--- src/rtl/arp_responder.sv ---
// ARP responder: parses RX Ethernet frames, answers ARP requests for this port's IP
// with a FRAME_LEN-byte reply (no FCS) on a valid/ready TX byte stream.
module arp_responder #(
    parameter int FRAME_LEN = 60
) (
    input  logic        clk,
    input  logic        reset,
    input  logic [31:0] MYIPADDR_i,
    input  logic [47:0] MYMACADDR_i,
    input  logic [7:0]  rx_data,
    input  logic        rx_valid,
    input  logic        rx_last,
    output logic        rx_ready,
    output logic [7:0]  tx_data,
    output logic        tx_valid,
    output logic        tx_last,
    input  logic        tx_ready,
    output logic [15:0] arp_req_count,
    output logic [15:0] arp_reply_count
);
    typedef enum logic [1:0] {IDLE, RX, DROP, TX} state_t;

    localparam logic [5:0] LAST_IDX = 6'(FRAME_LEN - 1);

    state_t      state_q, state_d;
    logic        rx_ready_q, rx_ready_d;
    logic [5:0]  idx_q, idx_d;
    logic [5:0]  tx_idx_q, tx_idx_d;
    logic [31:0] my_ip_q, my_ip_d;
    logic [47:0] my_mac_q, my_mac_d;
    logic [47:0] sha_q, sha_d;
    logic [31:0] spa_q, spa_d;
    logic        bc_ok_q, bc_ok_d;
    logic        mac_ok_q, mac_ok_d;
    logic        tpa_ok_q, tpa_ok_d;
    logic [15:0] req_cnt_q, req_cnt_d;
    logic [15:0] rep_cnt_q, rep_cnt_d;
    logic        fmt_ok;
    logic        rx_beat;
    logic [7:0]  tx_byte;

    // Byte k (0 = most significant) of a 48/32-bit field.
    function automatic logic [7:0] b48(input logic [47:0] v, input logic [5:0] k);
        return 8'(v >> {(6'd5 - k), 3'b000});
    endfunction

    function automatic logic [7:0] b32(input logic [31:0] v, input logic [5:0] k);
        return 8'(v >> {(6'd3 - k), 3'b000});
    endfunction

    assign rx_beat = rx_valid & rx_ready_q;

    // Fixed ARP request header bytes: Ethertype, HTYPE, PTYPE, HLEN, PLEN, OPER=request.
    always_comb begin
        fmt_ok = 1'b1;
        case (idx_q)
            6'd12, 6'd16: fmt_ok = (rx_data == 8'h08);
            6'd13:        fmt_ok = (rx_data == 8'h06);
            6'd14, 6'd17,
            6'd20:        fmt_ok = (rx_data == 8'h00);
            6'd15, 6'd21: fmt_ok = (rx_data == 8'h01);
            6'd18:        fmt_ok = (rx_data == 8'h06);
            6'd19:        fmt_ok = (rx_data == 8'h04);
            default:      fmt_ok = 1'b1;
        endcase
    end

    always_comb begin
        tx_byte = 8'h00;
        case (tx_idx_q) inside
            [6'd0:6'd5]:   tx_byte = b48(sha_q, tx_idx_q);
            [6'd6:6'd11]:  tx_byte = b48(my_mac_q, tx_idx_q - 6'd6);
            6'd12, 6'd16:  tx_byte = 8'h08;
            6'd13, 6'd18:  tx_byte = 8'h06;
            6'd15:         tx_byte = 8'h01;
            6'd19:         tx_byte = 8'h04;
            6'd21:         tx_byte = 8'h02;
            [6'd22:6'd27]: tx_byte = b48(my_mac_q, tx_idx_q - 6'd22);
            [6'd28:6'd31]: tx_byte = b32(my_ip_q, tx_idx_q - 6'd28);
            [6'd32:6'd37]: tx_byte = b48(sha_q, tx_idx_q - 6'd32);
            [6'd38:6'd41]: tx_byte = b32(spa_q, tx_idx_q - 6'd38);
            default:       tx_byte = 8'h00;
        endcase
    end

    always_comb begin
        state_d   = state_q;
        idx_d     = idx_q;
        tx_idx_d  = tx_idx_q;
        my_ip_d   = my_ip_q;
        my_mac_d  = my_mac_q;
        sha_d     = sha_q;
        spa_d     = spa_q;
        bc_ok_d   = bc_ok_q;
        mac_ok_d  = mac_ok_q;
        tpa_ok_d  = tpa_ok_q;
        req_cnt_d = req_cnt_q;
        rep_cnt_d = rep_cnt_q;
        case (state_q)
            IDLE: begin
                if (rx_beat) begin
                    // Byte 0 compares against the live MAC since the snapshot lands this edge.
                    my_ip_d  = MYIPADDR_i;
                    my_mac_d = MYMACADDR_i;
                    bc_ok_d  = (rx_data == 8'hFF);
                    mac_ok_d = (rx_data == MYMACADDR_i[47:40]);
                    tpa_ok_d = 1'b1;
                    idx_d    = 6'd1;
                    state_d  = rx_last ? IDLE : RX;
                end
            end
            RX: begin
                if (rx_beat) begin
                    idx_d = (idx_q >= 6'd42) ? 6'd42 : idx_q + 6'd1;
                    if (idx_q <= 6'd5) begin
                        bc_ok_d  = bc_ok_q & (rx_data == 8'hFF);
                        mac_ok_d = mac_ok_q & (rx_data == b48(my_mac_q, idx_q));
                    end
                    if (idx_q >= 6'd22 && idx_q <= 6'd27) sha_d = {sha_q[39:0], rx_data};
                    if (idx_q >= 6'd28 && idx_q <= 6'd31) spa_d = {spa_q[23:0], rx_data};
                    if (idx_q >= 6'd38 && idx_q <= 6'd41)
                        tpa_ok_d = tpa_ok_q & (rx_data == b32(my_ip_q, idx_q - 6'd38));
                    if (!fmt_ok) begin
                        state_d = rx_last ? IDLE : DROP;
                    end else if (rx_last) begin
                        state_d = IDLE;
                        if (idx_q >= 6'd41) begin
                            req_cnt_d = req_cnt_q + 16'd1;
                            if ((bc_ok_d | mac_ok_d) & tpa_ok_d) begin
                                state_d  = TX;
                                tx_idx_d = 6'd0;
                            end
                        end
                    end
                end
            end
            DROP: begin
                if (rx_beat && rx_last) state_d = IDLE;
            end
            TX: begin
                if (tx_ready) begin
                    if (tx_idx_q == LAST_IDX) begin
                        rep_cnt_d = rep_cnt_q + 16'd1;
                        state_d   = IDLE;
                    end else begin
                        tx_idx_d = tx_idx_q + 6'd1;
                    end
                end
            end
            default: state_d = IDLE;
        endcase
        rx_ready_d = (state_d != TX);
    end

    always_ff @(posedge clk or negedge reset) begin
        if (!reset) begin
            state_q    <= IDLE;
            rx_ready_q <= 1'b0;
            idx_q      <= 6'd0;
            tx_idx_q   <= 6'd0;
            my_ip_q    <= 32'd0;
            my_mac_q   <= 48'd0;
            sha_q      <= 48'd0;
            spa_q      <= 32'd0;
            bc_ok_q    <= 1'b0;
            mac_ok_q   <= 1'b0;
            tpa_ok_q   <= 1'b0;
            req_cnt_q  <= 16'd0;
            rep_cnt_q  <= 16'd0;
        end else begin
            state_q    <= state_d;
            rx_ready_q <= rx_ready_d;
            idx_q      <= idx_d;
            tx_idx_q   <= tx_idx_d;
            my_ip_q    <= my_ip_d;
            my_mac_q   <= my_mac_d;
            sha_q      <= sha_d;
            spa_q      <= spa_d;
            bc_ok_q    <= bc_ok_d;
            mac_ok_q   <= mac_ok_d;
            tpa_ok_q   <= tpa_ok_d;
            req_cnt_q  <= req_cnt_d;
            rep_cnt_q  <= rep_cnt_d;
        end
    end

    assign rx_ready        = rx_ready_q;
    assign tx_valid        = (state_q == TX);
    assign tx_last         = tx_valid & (tx_idx_q == LAST_IDX);
    assign tx_data         = tx_valid ? tx_byte : 8'h00;
    assign arp_req_count   = req_cnt_q;
    assign arp_reply_count = rep_cnt_q;
endmodule
--- config.mk ---
export PLATFORM = sky130hd
export DESIGN_NAME = arp_responder
export DESIGN_NICKNAME = d
export VERILOG_FILES = /design/src/rtl/arp_responder.sv
export SDC_FILE = /design/constraint.sdc
export NUM_CORES = 1
export LEC_CHECK = 0
export CORE_ASPECT_RATIO = 0.9
export CORE_UTILIZATION = 35
export CTS_CLUSTER_DIAMETER = 80
export DETAILED_ROUTE_END_ITERATION = 16
export GPL_ROUTABILITY_DRIVEN = 0
export PLACE_DENSITY = 0.6
export SKIP_LAST_GASP = 1
export SLEW_MARGIN = 15
export SYNTH_ARGS = -nofsm -noshare
export SYNTH_HDL_FRONTEND = slang
export SYNTH_SLANG_ARGS = --single-unit
--- constraint.sdc ---
create_clock -name clk -period 5.4 [get_ports clk]
set_input_delay 1.62 -clock clk [delete_from_list [all_inputs] [get_ports clk]]
set_output_delay 1.62 -clock clk [all_outputs]
set_load 0.01 [all_outputs]
== Word level (Yosys, flattened, before mapping) ==
Cells that the tools add are included.

* Output and inout bits: 43
* Input port bits: 93
* Bits in registers: 210

* Reductions and logical operators: 27
* Equality and inequality tests: 38
* Magnitude comparators: 21
* Bitwise operators: 7
* Multiplexer cells: 55
* $add $sub $neg: 18
* Shifts and indexed selects: 8

{| class="wikitable"
|+ Operator list
! cell !! count
|-
| right shift 48 x 9 -> 8 bit || 5
|-
| two-way mux 8 bit || 12
|-
| right shift 32 x 9 -> 8 bit || 3
|-
| == test 6 x 5 -> 1 bit (second input constant) || 10
|-
| two-way mux 6 bit || 10
|-
| == test 6 x 4 -> 1 bit (second input constant) || 7
|-
| adder 16 x 1 -> 16 bit (second input constant) || 2
|-
| >= comparator 6 bit (second input constant) || 5
|-
| subtractor 3 x 6 -> 6 bit (first input constant) || 5
|-
| == test 8 bit || 3
|-
| >= comparator 6 x 5 -> 1 bit (second input constant) || 4
|-
| less-or-equal comparator 6 x 5 -> 1 bit (second input constant) || 4
|-
| case mux 6 bit (2 select lines) || 2
|-
| two-way mux 2 bit || 10
|-
| less-or-equal comparator 6 bit (second input constant) || 3
|-
| subtractor 2 x 6 -> 6 bit (first input constant) || 3
|-
| subtractor 6 bit (second input constant) || 3
|-
| == test 8 x 3 -> 1 bit (second input constant) || 2
|-
| two-way mux 1 bit || 16
|-
| != test 2 bit (second input constant) || 8
|-
| adder 6 x 1 -> 6 bit (second input constant) || 2
|-
| less-or-equal comparator 6 x 3 -> 1 bit (second input constant) || 2
|-
| AND reduction 3 bit || 4
|-
| subtractor 6 x 5 -> 6 bit (second input constant) || 2
|-
| 25 further kinds || 47
|}

== Longest topological paths before layout ==
* Depth after elaboration: 16
* Gate-level depth with buffers: 14
* Mapped depth without buffers: 10

== Least setup slack after synthesis ==
No wires, ideal clock.

* Path kind: register to output
* From: register tx_idx_q[1]
* To: output tx_data[3]
* Data arrival time: 3,086 ps
* Cell stages (with the launch flop): 15
* Required time: 3,780 ps
* Buffers on the path: 4
* Path slack: 694 ps
* Cells stage by stage: dfrtp_1 buf_2 buf_2 buf_1 inv_1 ha_1 clkbuf_1 or2_1 nor2_1 a21oi_1 o22ai_1 a21oi_1 o21ai_1 a21oi_1 o31ai_1

* Longest elaborated chain between the ends: 15
* Elaborated cells between the ends (all ways): 56
* Those cells by class: 11 x add/sub; 12 x order compare; 7 x eq/ne; 6 x shift; 12 x mux; 8 x reduce/logical

{| class="wikitable"
|+ RTL lines
! element !! RTL line !! text
|-
| start, declared || 28 || <nowiki>logic [5:0] tx_idx_q, tx_idx_d;</nowiki>
|-
| start signal, assigned || 174 || <nowiki>tx_idx_q <= tx_idx_d;</nowiki>
|-
| subtractor 6 bit || 81 || <nowiki>[6'd38:6'd41]: tx_byte = b32(spa_q, tx_idx_q - 6'd38);</nowiki>
|-
| subtractor 2 x 6 -> 6 bit || 48 || <nowiki>return 8'(v >> {(6'd3 - k), 3'b000});</nowiki>
|-
| right shift 32 x 9 -> 8 bit || 48 ||
|-
| two-way mux 8 bit (10 in a row) || 70 || <nowiki>case (tx_idx_q) inside</nowiki>
|-
| two-way mux 8 bit (*) || 70 ||
|-
| two-way mux 8 bit (*) || 190 || <nowiki>assign tx_data = tx_valid ? tx_byte : 8'h00;</nowiki>
|-
| end, declared || 14 || <nowiki>output logic [7:0] tx_data,</nowiki>
|}

Every way passes the cells marked *; elsewhere a longest branch is shown, timed or not.

== Final worst setup path ==
* From: register tx_idx_q[3]
* To: output tx_data[3]

Same word-level chain as after synthesis.

==> impl_metrics.yaml <==
run_status:
  status: "finished, final reports clean"
die:
  fp.dieW_um: 197.3
  initial_core_util_pct: 36.02
  die_area_um2: 35060
  num_rows: 63
  fp.dieH_um: 177.7
  ios: 136
  design.core.area_um2: 33340
sta:
  rsz0062_at_grt: "true"
  fin_crit_sh_pct: 97.97
  fmax_mhz: 189.0
  slew_viol_final: 0
  clock_skew_ns: 0.03421
  worst_slew_pin_slew_ns: 0.9488
  finalSetupViolCount: 0
  finalHoldViolCount: 0
  layout_min_cycle_time_ns: 5.290
  relSlewSlack_pct: 36.61
  fin_ws_ns: 0.1096
layout:
  final_nets: 1296
  multi_input_area_um2: 6387
  final_cell_mix: "206 x dfrtp_1, 160 x mux2_2, 133 x clkdlybuf4s50_1"
  final_common_cell: "dfrtp_1"
  nFillCells: 3099
  final_cell_area_um2: 14790
  n_antenna_cell: 0
  regArea_um2: 5263
  drive_above_1_share_pct: 24.85
  area_growth_pct: 23.16
hold_path:
  whs_path_depth: 1
  hold_path_class: "flip-flop to flip-flop"
power:
  peakVddDrop_mv: 0.2308
  leakage_nw: 6.251
  power.internal_mw: 3.188
  power_density_nw_per_um2: 302.4
  p_sw_mw: 1.286
  swShare_pct: 28.74
  pwr-share-seq_pct: 40.3
  combPwrFrac_pct: 21.3
  clkPwrFrac_pct: 38.5
detailed_routing:
  ant_nets: 0
  first_iter_violations: 656
  first_pass_iters: 6
  avgViaCountPerCell: 5.405
  post_drt_wl_per_cell_um: 18.92
  drc: 0
  drt_wl_total_um: 31230
  num_vias: 8919
worst_setup_path:
  endpoint_kind: "output pin"
  worstPathArrival_ns: 3.67
  reg2reg_depth: 9
  required_ns: 3.78
  path_delay_family: "compound AO/OA/AOI/OAI gates"
  critPathLaunchType: "flip-flop"
  path_cells: "inv_1 > ha_1 > and2_1 > o311ai_0 > a211oi_2 > and2_2 > a21oi_1 > o21ai_1 > a21oi_1 > o31ai_2 > clkdlybuf4s50_1"
  path_max_fanout: 14
  critPathMaxStageDelay_ns: 0.62
  worst_path_most_repeated_cell: "a21oi_1"
  worst-path-buf-inv: 2
  worstSetupPathDepth: 11
  path_class: "flip-flop to output pin"
  cp_slowest_cell: "clkdlybuf4s50_1"
clocking:
  clock_path_buffers: 3
  htree_levels: 1
  cts-root-buf: "clkbuf_16"
  clock_latency_ns: 0.54
  ctsHoldBuffers: 0
  cts_tree: "done"
  cts_buffers: 24
  numClockSinks: 210
  clkSlewWorstSetupHoldPaths_ns: 0.06
synth:
  syn_inst: 1049
  synth_area_leaders: "dfrtp_1 44%, mux2_2 15%, mux4_2 7.5%, mux2i_1 3.4%, ha_1 2.6%"
  ys_ff_latch: 210
  synth_area_leader_cell: "dfrtp_1"
  synth_edf_count: 0
  ys_seq_area_share_pct: 43.75
  async_flop_share_pct: 100.0
  ys_warn_count: 0
  synth.top_cell.area_share_pct: 43.75
  synth_nets: 1167
  avgSynthCellArea_um2: 11.45
  synth_flop_cell: "dfrtp_1"
  synth.distinct_cells: 73
  mappedNetlistArea_um2: 12010
global_route:
  grt_antenna_before_repair: 0
  grt_first_pass_wirelength_um: 50270
  grt.total_usage_pct: 18.14
  grt_pass1_vias: 8703
  grt.overflow.total: 0
  grt_max_degree: 104
placed_design:
  place_area_um2: 13900
  io_buffers: 135
  place_ws_ns: 0.3316
  dp_hpwl_um: 22130
run:
  maxCapViolations: 0
[path summary, 6_finish.rpt]
| path | from | to | slack, ns |
|---|---|---|---|
| min in group asynchronous | reset | arp_req_count[4] | 1.20 |
| max in group asynchronous | reset | sha_q[29] | 3.31 |
| min reg2reg | arp_req_count[15] | arp_req_count[15] | 0.47 |
| max reg2reg | idx_q[2] | tx_idx_q[5] | 1.97 |
| min | arp_req_count[15] | arp_req_count[15] | 0.47 |
| max | tx_idx_q[3] | tx_data[3] | 0.11 |
[cells in the mapped netlist (10+ instances only)]
cell type    n
nand2b_1    10
nand4_1     15
nor3_1      18
nand2_1     59
mux2i_1     41
a31oi_1     14
clkbuf_1    20
a21oi_1     45
inv_1       22
mux4_2      40
buf_2       32
o22ai_1     21
dfrtp_1    210
xor2_1      13
ha_1        25
o21ai_0     33
nor2_1      64
nor2b_1     14
nand3_1     20
mux2_2     160
xnor2_1     31
[metrics by stage]
| stage | power [mW] | hold WS, ns | cells | util, % | TNS, ns |
|---|---|---|---|---|---|
| floorplan | 2.423 | 0.4501 | 1049 | - | 0 |
| global placement | 2.756 | 0.4612 | 1602 | 41.68 | 0 |
| detailed placement | 2.769 | 0.4634 | 1602 | 41.68 | 0 |
| CTS | 4.513 | 0.4760 | 1645 | 44.22 | 0 |
| global route | 4.674 | 0.4773 | 1650 | 44.37 | -0.03721 |
| finish | 4.474 | 0.4722 | 1650 | 44.37 | 0 |
[state kept, by name (all words and copies together) (netlist names)]
signal           cells
arp_reply_count     16
mac_ok_q             1
sha_q               48
state_q              2
tpa_ok_q             1
tx_idx_q             6
my_mac_q            48
rx_ready             1
arp_req_count       16
idx_q                6
my_ip_q             32
spa_q               32
bc_ok_q              1
[power groups by stage]
stage          clock network, mW  registers, mW  logic [mW]
6_report                    1.72           1.80       0.952
3_5_place_dp                   0           1.83       0.938
4_1_cts                     1.77           1.80       0.945
2_1_floorplan                  0           1.78       0.647
5_1_grt                     1.82           1.82        1.03
3_3_place_gp                   0           1.83       0.931
[layout make-up]
class	count	area share [%]
clock inverters	9	0.9811
flip-flops and latches	210	35.57
multi-input cells	749	43.18
well taps	455	3.848
repair buffers	169	11.16
clock buffers	34	4.652
inverters	24	0.6090
[layer usage]
metal | part of all wire [%] | track usage, %
met5 | 0 | 0
met4 | 2.3 | 4.296
met3 | 5.1 | 2.680
met2 | 44 | 27.98
met1 | 48 | 26.65
[cells by family (layout without fill, tap and decap cells)]
kind of cell	count (synthesis)	in the layout	synth area share (%)
AO/OA/AOI/OAI	187	187	10.04
XOR/XNOR	44	44	3.208
buffers and inverters	90	236	3.458
flip-flops	210	210	43.75
adder cells (fa/ha/maj)	25	25	2.604
AND/OR/NAND/NOR	247	247	10.55
multiplexers	246	246	26.39
[timing repair]
action / CTS / global route
pin swaps: 0 / 2
endpoints found under the hold margin: 0 / 0
resized for setup: 3 / 5
endpoints found under the setup margin: 2 / 8
buffers inserted: 0 / 5
[worst register-to-register path, cell delays in order, from the launching register on]
cell and delay, ns:
dfrtp_1 0.71, inv_1 0.22, ha_1 0.62, nor4_1 0.13, a41oi_2 0.41, nor2_1 0.10, o32ai_1 0.30, a41oi_2 0.23
nor2_2 0.44, o21ai_1 0.15
No activity file was read; power rests on OpenSTA's default activity.
